## src/rtl/serial_adder_ctrl.sv

```systemverilog
// Bit-serial WIDTH-bit adder: one full-adder cell fed LSB first, carry held in a flop.
// A result appears WIDTH+1 edges after start is accepted; sum/cout hold until the next result.
module serial_adder_ctrl #(
   parameter int WIDTH = 8
) (
   input  logic             clk,
   input  logic             reset_n,
   input  logic             start,
   input  logic [WIDTH-1:0] a,
   input  logic [WIDTH-1:0] b,
   input  logic             cin,
   output logic             busy,
   output logic             done,
   output logic [WIDTH-1:0] sum,
   output logic             cout
);

   localparam int CW = $clog2(WIDTH);
   localparam logic [CW-1:0] LAST = CW'(WIDTH - 1);

   typedef enum logic [1:0] {IDLE, SHIFT, DONE} state_t;

   state_t           state_q, state_d;
   logic [WIDTH-1:0] a_sh_q, a_sh_d;
   logic [WIDTH-1:0] b_sh_q, b_sh_d;
   logic [WIDTH-1:0] sum_sh_q, sum_sh_d;
   logic [WIDTH-1:0] sum_q, sum_d;
   logic             carry_q, carry_d;
   logic             cout_q, cout_d;
   logic [CW-1:0]    cnt_q, cnt_d;
   logic             fa_s, fa_c;

   // The single full-adder cell shared by every bit position.
   assign fa_s = a_sh_q[0] ^ b_sh_q[0] ^ carry_q;
   assign fa_c = (a_sh_q[0] & b_sh_q[0]) | (carry_q & (a_sh_q[0] ^ b_sh_q[0]));

   always_comb begin
      // NOTE: every *_d gets a default first so no path through this block infers a latch.
      state_d  = state_q;
      a_sh_d   = a_sh_q;
      b_sh_d   = b_sh_q;
      sum_sh_d = sum_sh_q;
      sum_d    = sum_q;
      carry_d  = carry_q;
      cout_d   = cout_q;
      cnt_d    = cnt_q;

      unique case (state_q)
         IDLE, DONE: begin
            state_d = IDLE;
            if (start) begin
               a_sh_d   = a;
               b_sh_d   = b;
               carry_d  = cin;
               cnt_d    = '0;
               sum_sh_d = '0;
               state_d  = SHIFT;
            end
         end
         SHIFT: begin
            a_sh_d   = {1'b0, a_sh_q[WIDTH-1:1]};
            b_sh_d   = {1'b0, b_sh_q[WIDTH-1:1]};
            sum_sh_d = {fa_s, sum_sh_q[WIDTH-1:1]};
            carry_d  = fa_c;
            cnt_d    = cnt_q + CW'(1);
            if (cnt_q == LAST) begin
               // Visible result is only replaced here, so it never shows a partial sum.
               sum_d   = {fa_s, sum_sh_q[WIDTH-1:1]};
               cout_d  = fa_c;
               state_d = DONE;
            end
         end
         default: state_d = IDLE;
      endcase
   end

   always_ff @(posedge clk or negedge reset_n) begin
      if (!reset_n) begin
         state_q  <= IDLE;
         a_sh_q   <= '0;
         b_sh_q   <= '0;
         sum_sh_q <= '0;
         sum_q    <= '0;
         carry_q  <= 1'b0;
         cout_q   <= 1'b0;
         cnt_q    <= '0;
      end else begin
         // NOTE: non-blocking so every flop samples the pre-edge value of its peers.
         state_q  <= state_d;
         a_sh_q   <= a_sh_d;
         b_sh_q   <= b_sh_d;
         sum_sh_q <= sum_sh_d;
         sum_q    <= sum_d;
         carry_q  <= carry_d;
         cout_q   <= cout_d;
         cnt_q    <= cnt_d;
      end
   end

   assign busy = (state_q == SHIFT);
   assign done = (state_q == DONE);
   assign sum  = sum_q;
   assign cout = cout_q;

endmodule

```

## config.mk

```make
export PLATFORM = sky130hd
export DESIGN_NAME = serial_adder_ctrl
export DESIGN_NICKNAME = d
export VERILOG_FILES = /design/src/rtl/serial_adder_ctrl.sv
export SDC_FILE = /design/constraint.sdc
export NUM_CORES = 1
export LEC_CHECK = 0
export ABC_AREA = 1
export BUFFER_PORTS_ARGS = -buffer_cell sky130_fd_sc_hd__buf_2
export CAP_MARGIN = 20
export CORE_MARGIN = 8
export CORE_UTILIZATION = 59
export DETAILED_ROUTE_END_ITERATION = 6
export MAX_ROUTING_LAYER = met4
export PLACE_DENSITY = 0.87
export SYNTH_ARGS = -nofsm -noshare
export SYNTH_HDL_FRONTEND = slang
export SYNTH_SLANG_ARGS = --single-unit
```

## constraint.sdc

```tcl
create_clock -name clk -period 3.84 [get_ports clk]
set_clock_uncertainty 0.2 [all_clocks]
set_input_delay 0.768 -clock clk [delete_from_list [all_inputs] [get_ports clk]]
set_output_delay 0.768 -clock clk [all_outputs]
set_load 0.02 [all_outputs]
```

# Word-level counts from Yosys, hierarchy flattened

Index checks and enable logic that the tools add are counted.

Register bits after elaboration: 39
Word-level logic and storage cells: 37
Output and inout bits: 11
Input bits: 20

Muxes and demuxes: 13
$add $sub $neg: 1
Bitwise operators: 5
Eq/ne operators: 5
Reduce and logical (&&, ||, !) cells: 5

Operator list:

| kind                | number |
|---|---|
| $pmux 8 s2          | 3 |
| $mux 8              | 3 |
| $pmux 3 s2          | 1 |
| $pmux 2 s2          | 1 |
| $reduce_and 2->1    | 2 |
| $add 3x1->3 const B | 1 |
| $eq 3x3->1 const B  | 1 |
| $mux 3              | 1 |
| $and 1x1->1         | 2 |
| $eq 2x1->1 const B  | 1 |
| $eq 2x2->1 const B  | 1 |
| $logic_not 2->1     | 1 |
| $mux 1              | 2 |
| $mux 2              | 1 |
| $ne 2x1->1 const B  | 1 |
| $ne 2x2->1 const B  | 1 |
| $pmux 1 s2          | 1 |
| $reduce_bool 2->1   | 1 |
| $reduce_or 2->1     | 1 |
| $xor 1x1->1         | 2 |
| $or 1x1->1          | 1 |

# Depth between registers and ports, before layout

Depth after elaboration: 4
Depth in mapped cells: 8
Gate-level depth less buffers: 6

# Least setup slack after synthesis

OpenSTA, ideal clock, no wires.

Kind: register to output
From: reg state_q[0]
To: out done
Data arrival time: 964 ps
Path buffers: 2
Stages on the path, launching flop included: 4
Setup slack: 1908 ps
Required time: 2872 ps
Cell sequence: dfrtp_1 > buf_6 > buf_2 > nor2_1

Cells in the longest elaborated chain, start to end: 1

RTL lines:

| element                | line | source |
|---|---|---|
| start, declared        | 23   | `state_t state_q, state_d;` |
| start signal, assigned | 89   | `state_q <= state_d;` |
| $eq 2x2->1             | 101  | `assign done = (state_q == DONE);` |
| end, declared          | 13   | `output logic done,` |

Every way passes these cells.

# Final worst setup path

From: reg state_q[0]
To: out busy

Cells in the longest elaborated chain, start to end: 1

RTL lines:

| element       | line | source |
|---|---|---|
| $eq 2x1->1    | 100  | `assign busy = (state_q == SHIFT);` |
| end, declared | 12   | `output logic busy,` |

Every way passes these cells.

==> summary.md <==
| Metric | Value |
|---|---|
| Crit-path max FO | `12` |
| Placed insts | `around 290` |
| Core Area | `~3000 sq um` |
| Sink Count | `38` |
| Area Overhead vs Synth | `13.0%` |
| CTS Buf Count | `5` |
| Boundary Pins | `31` |
| Syn nets | `about 240` |
| Setup crit start kind | `register` |
| Detailed-route DRC error count | `0` |
| Max Cap Violations | `0` |
| Vias/cell | `4.87` |
| Final setup TNS | `0 ps` |
| Die Ht | `between 70 and 80 um` |
| Ant. Diodes | `0` |
| Number of global-route vias before repair | `around 1.4k` |
| Worst slack, placed | `1940 ps` |
| Antenna-violating nets left | `0` |
| Initial antenna violation count | `0` |
| Cell Rows | `20` |
| Port-buffer cells | `30` |
| Nets | `271` |
| Seq/Total Area, Yosys | `0.509` |
| Non-Filler Instances | `a little under 300` |
| Die area | `5220 sq um` |
| Fillers | `~230` |
| R2R Setup Slk | `2230 ps` |
| First-pass DRT Iterations | `4` |
| Syn Area/Cell | `around 8.5 sq um` |
| Detailed placer's ending HPWL | `about 2.4 mm` |
| Post-CTS Hold Buffers | `0` |
| Post-layout util | `0.697` |
| Post-Syn Area | `between 1500 and 2000 sq um` |
| Relative slew slack | `0.459` |
| Least-Margin Pin Slew | `slightly above 800 ps` |
| Maximum VDD drop | `~430 uV` |
| Share of post-route cells with drive strength above 1 | `0.225` |
| Mapped Cells | `approximately 220` |
| CTS root buf | `clkbuf_4` |
| Routability cong. | `0.790` |
| Critical Path AT | `around 1300 ps` |
| Hold depth | `1` |
| P per Cell Area | `899 nW/um^2` |
| RSZ-0062 raised after global routing | `false` |
| H-tree Lvls | `2` |
| Synth cell types | `21` |
| Yosys reg bits | `38` |
| Leak | `roughly 1.2 nW` |
| CP required | `about 2900 ps` |
| Status | `completed` |
| Starting Density | `0.617` |
| Reg2reg path depth | `6` |
| Pins Over Slew Limit | `0` |
| CP endpoint kind | `output port` |
| Total setup buffers inserted after CTS | `0` |
| DR WL/cell | `around 12 um` |
| Clk buf depth | `2` |
| Pin count of the biggest net entering global routing | `39` |
| Final hold vios | `0` |
| FMAX | `approximately 440 MHz` |
| Vias | `1428` |
| Design Area, Final | `around 2100 sq um` |
| Placed Area | `about 2000 sq um` |
| Drt initial violations | `83` |
| Hold WC Path Type | `reg -> reg` |
| Post-CTS resize count | `0` |
| Clock-pin slew on the worst setup and hold paths | `between 100 and 150 ps` |
| First-pass GRT wire length | `slightly above 6 mm` |
| Share of the clock period used by the worst path | `0.594` |
| GRT overflow | `0` |
| Routed WL | `around 3.5 mm` |
| CTS tree | `built` |
| Clk_lat worst skew | `between 300 and 400 ps` |
| Total global-route track usage | `0.149` |
| Kind of critical path | `reg -> out` |
| Final setup viols | `0` |
| Die W | `around 72 um` |
| Final min period | `2280 ps` |
| Final worst slack | `roughly 1600 ps` |
| Warnings from Yosys | `0` |
==> final cells by class <==
| class | count | area (sq um) | area share |
|---|---|---|---|
| Timing Repair Buffer | 31 | 158 | 0.0747 |
| Clock inverter | 2 | 60.1 | 0.0285 |
| Clock buffer | 6 | 51.3 | 0.0243 |
| Sequential cell | 38 | 951 | 0.451 |
| Multi-Input combinational cell | 130 | 671 | 0.318 |
| Tap cell | 44 | 55.1 | 0.0261 |
| Inverter | 42 | 165 | 0.0782 |
==> worst paths after layout <==
check                                             from                       to
worst min register to register    cnt_q[0]$_DFFE_PN0P_     cnt_q[0]$_DFFE_PN0P_
max in group asynchronous                      reset_n       sum[1]$_DFFE_PN0P_
worst min-delay path              cnt_q[0]$_DFFE_PN0P_     cnt_q[0]$_DFFE_PN0P_
worst max register to register  state_q[1]$_DFFE_PN0P_    a_sh_q[0]$_DFFE_PN0P_
worst max-delay path            state_q[0]$_DFFE_PN0P_                     busy
min in group asynchronous                      reset_n  sum_sh_q[4]$_DFFE_PN0P_
==> routing by layer <==
metal	wire length [um]	up-vias	global-route usage
li1	-	723	-
met1	1580	673	0.176
met2	1720	26	0.235
met3	138	6	0.0386
met4	57	0	0.0635
met5	0	-	-
==> cell usage after synthesis <==
cell     instances  area, sq um
nand2_1         70          263
inv_1           39          146
dfrtp_1         38          951
nand3_1         30          150
o21ai_2          8         70.1
o21ai_0          6         30.0
buf_6            5         56.3
o21ai_1          4         20.0
buf_2            2         10.0
buf_4            2         15.0
ha_1             2         25.0
nand2_4          2         22.5
nand2_8          2         40.0
nor2_1           2         7.51
a21oi_1          1         5.00
fa_1             1         20.0
inv_2            1         3.75
inv_4            1         6.26
inv_6            1         8.76
nand2_2          1         6.26
nor2_4           1         11.3
==> cell usage in the layout (no fill, tap or decap), types with 2 or more instances in the layout <==
master      n
buf_2      30
bufinv_16   2
clkbuf_4    5
dfrtp_1    38
ha_1        2
inv_1      39
nand2_1    70
nand2_4     2
nand2_8     2
nand3_1    30
nor2_1      2
o21ai_0     6
o21ai_1     4
o21ai_2     8
==> worst max-delay path: stages, from the launching register on <==
cell	delay (ps)
dfrtp_1	400
inv_4	60
nor2_4	270
buf_2	230
==> flip-flops by register name, indices dropped and copies added (netlist names) <==
register and cells:
state_q 2, sum_sh_q 7, cnt_q 3, a_sh_q 8, b_sh_q 8, cout 1, sum 8, carry_q 1
==> per-stage QoR <==
stage | hold slack (ps) | power [W]
6_report | 285 | 0.00190
5_1_grt | 310 | 0.00207
4_1_cts | 290 | 0.00191
3_5_place_dp | 264 | 0.00156
3_3_place_gp | 257 | 0.00152
2_1_floorplan | 246 | 0.00141
==> where the power goes <==
| group | internal, W | switching [W] | leakage (nW) |
|---|---|---|---|
| Sequential | 0.000589 | 0.000101 | 0.472 |
| Combinational | 0.000299 | 0.000560 | 0.674 |
| Clock | 0.000221 | 0.000130 | 0.0585 |
| Total | 0.00111 | 0.000791 | 1.20 |
==> kinds of logic (layout without fill, tap and decap cells) <==
kind of cell,count (synthesis),count (layout),synth area share
simple gates,108,108,0.268
flops,38,38,0.509
compound gates,19,19,0.0670
buf+inv,51,81,0.132
fa+ha+maj,3,3,0.0241
No activity file was read; power rests on OpenSTA's default activity.
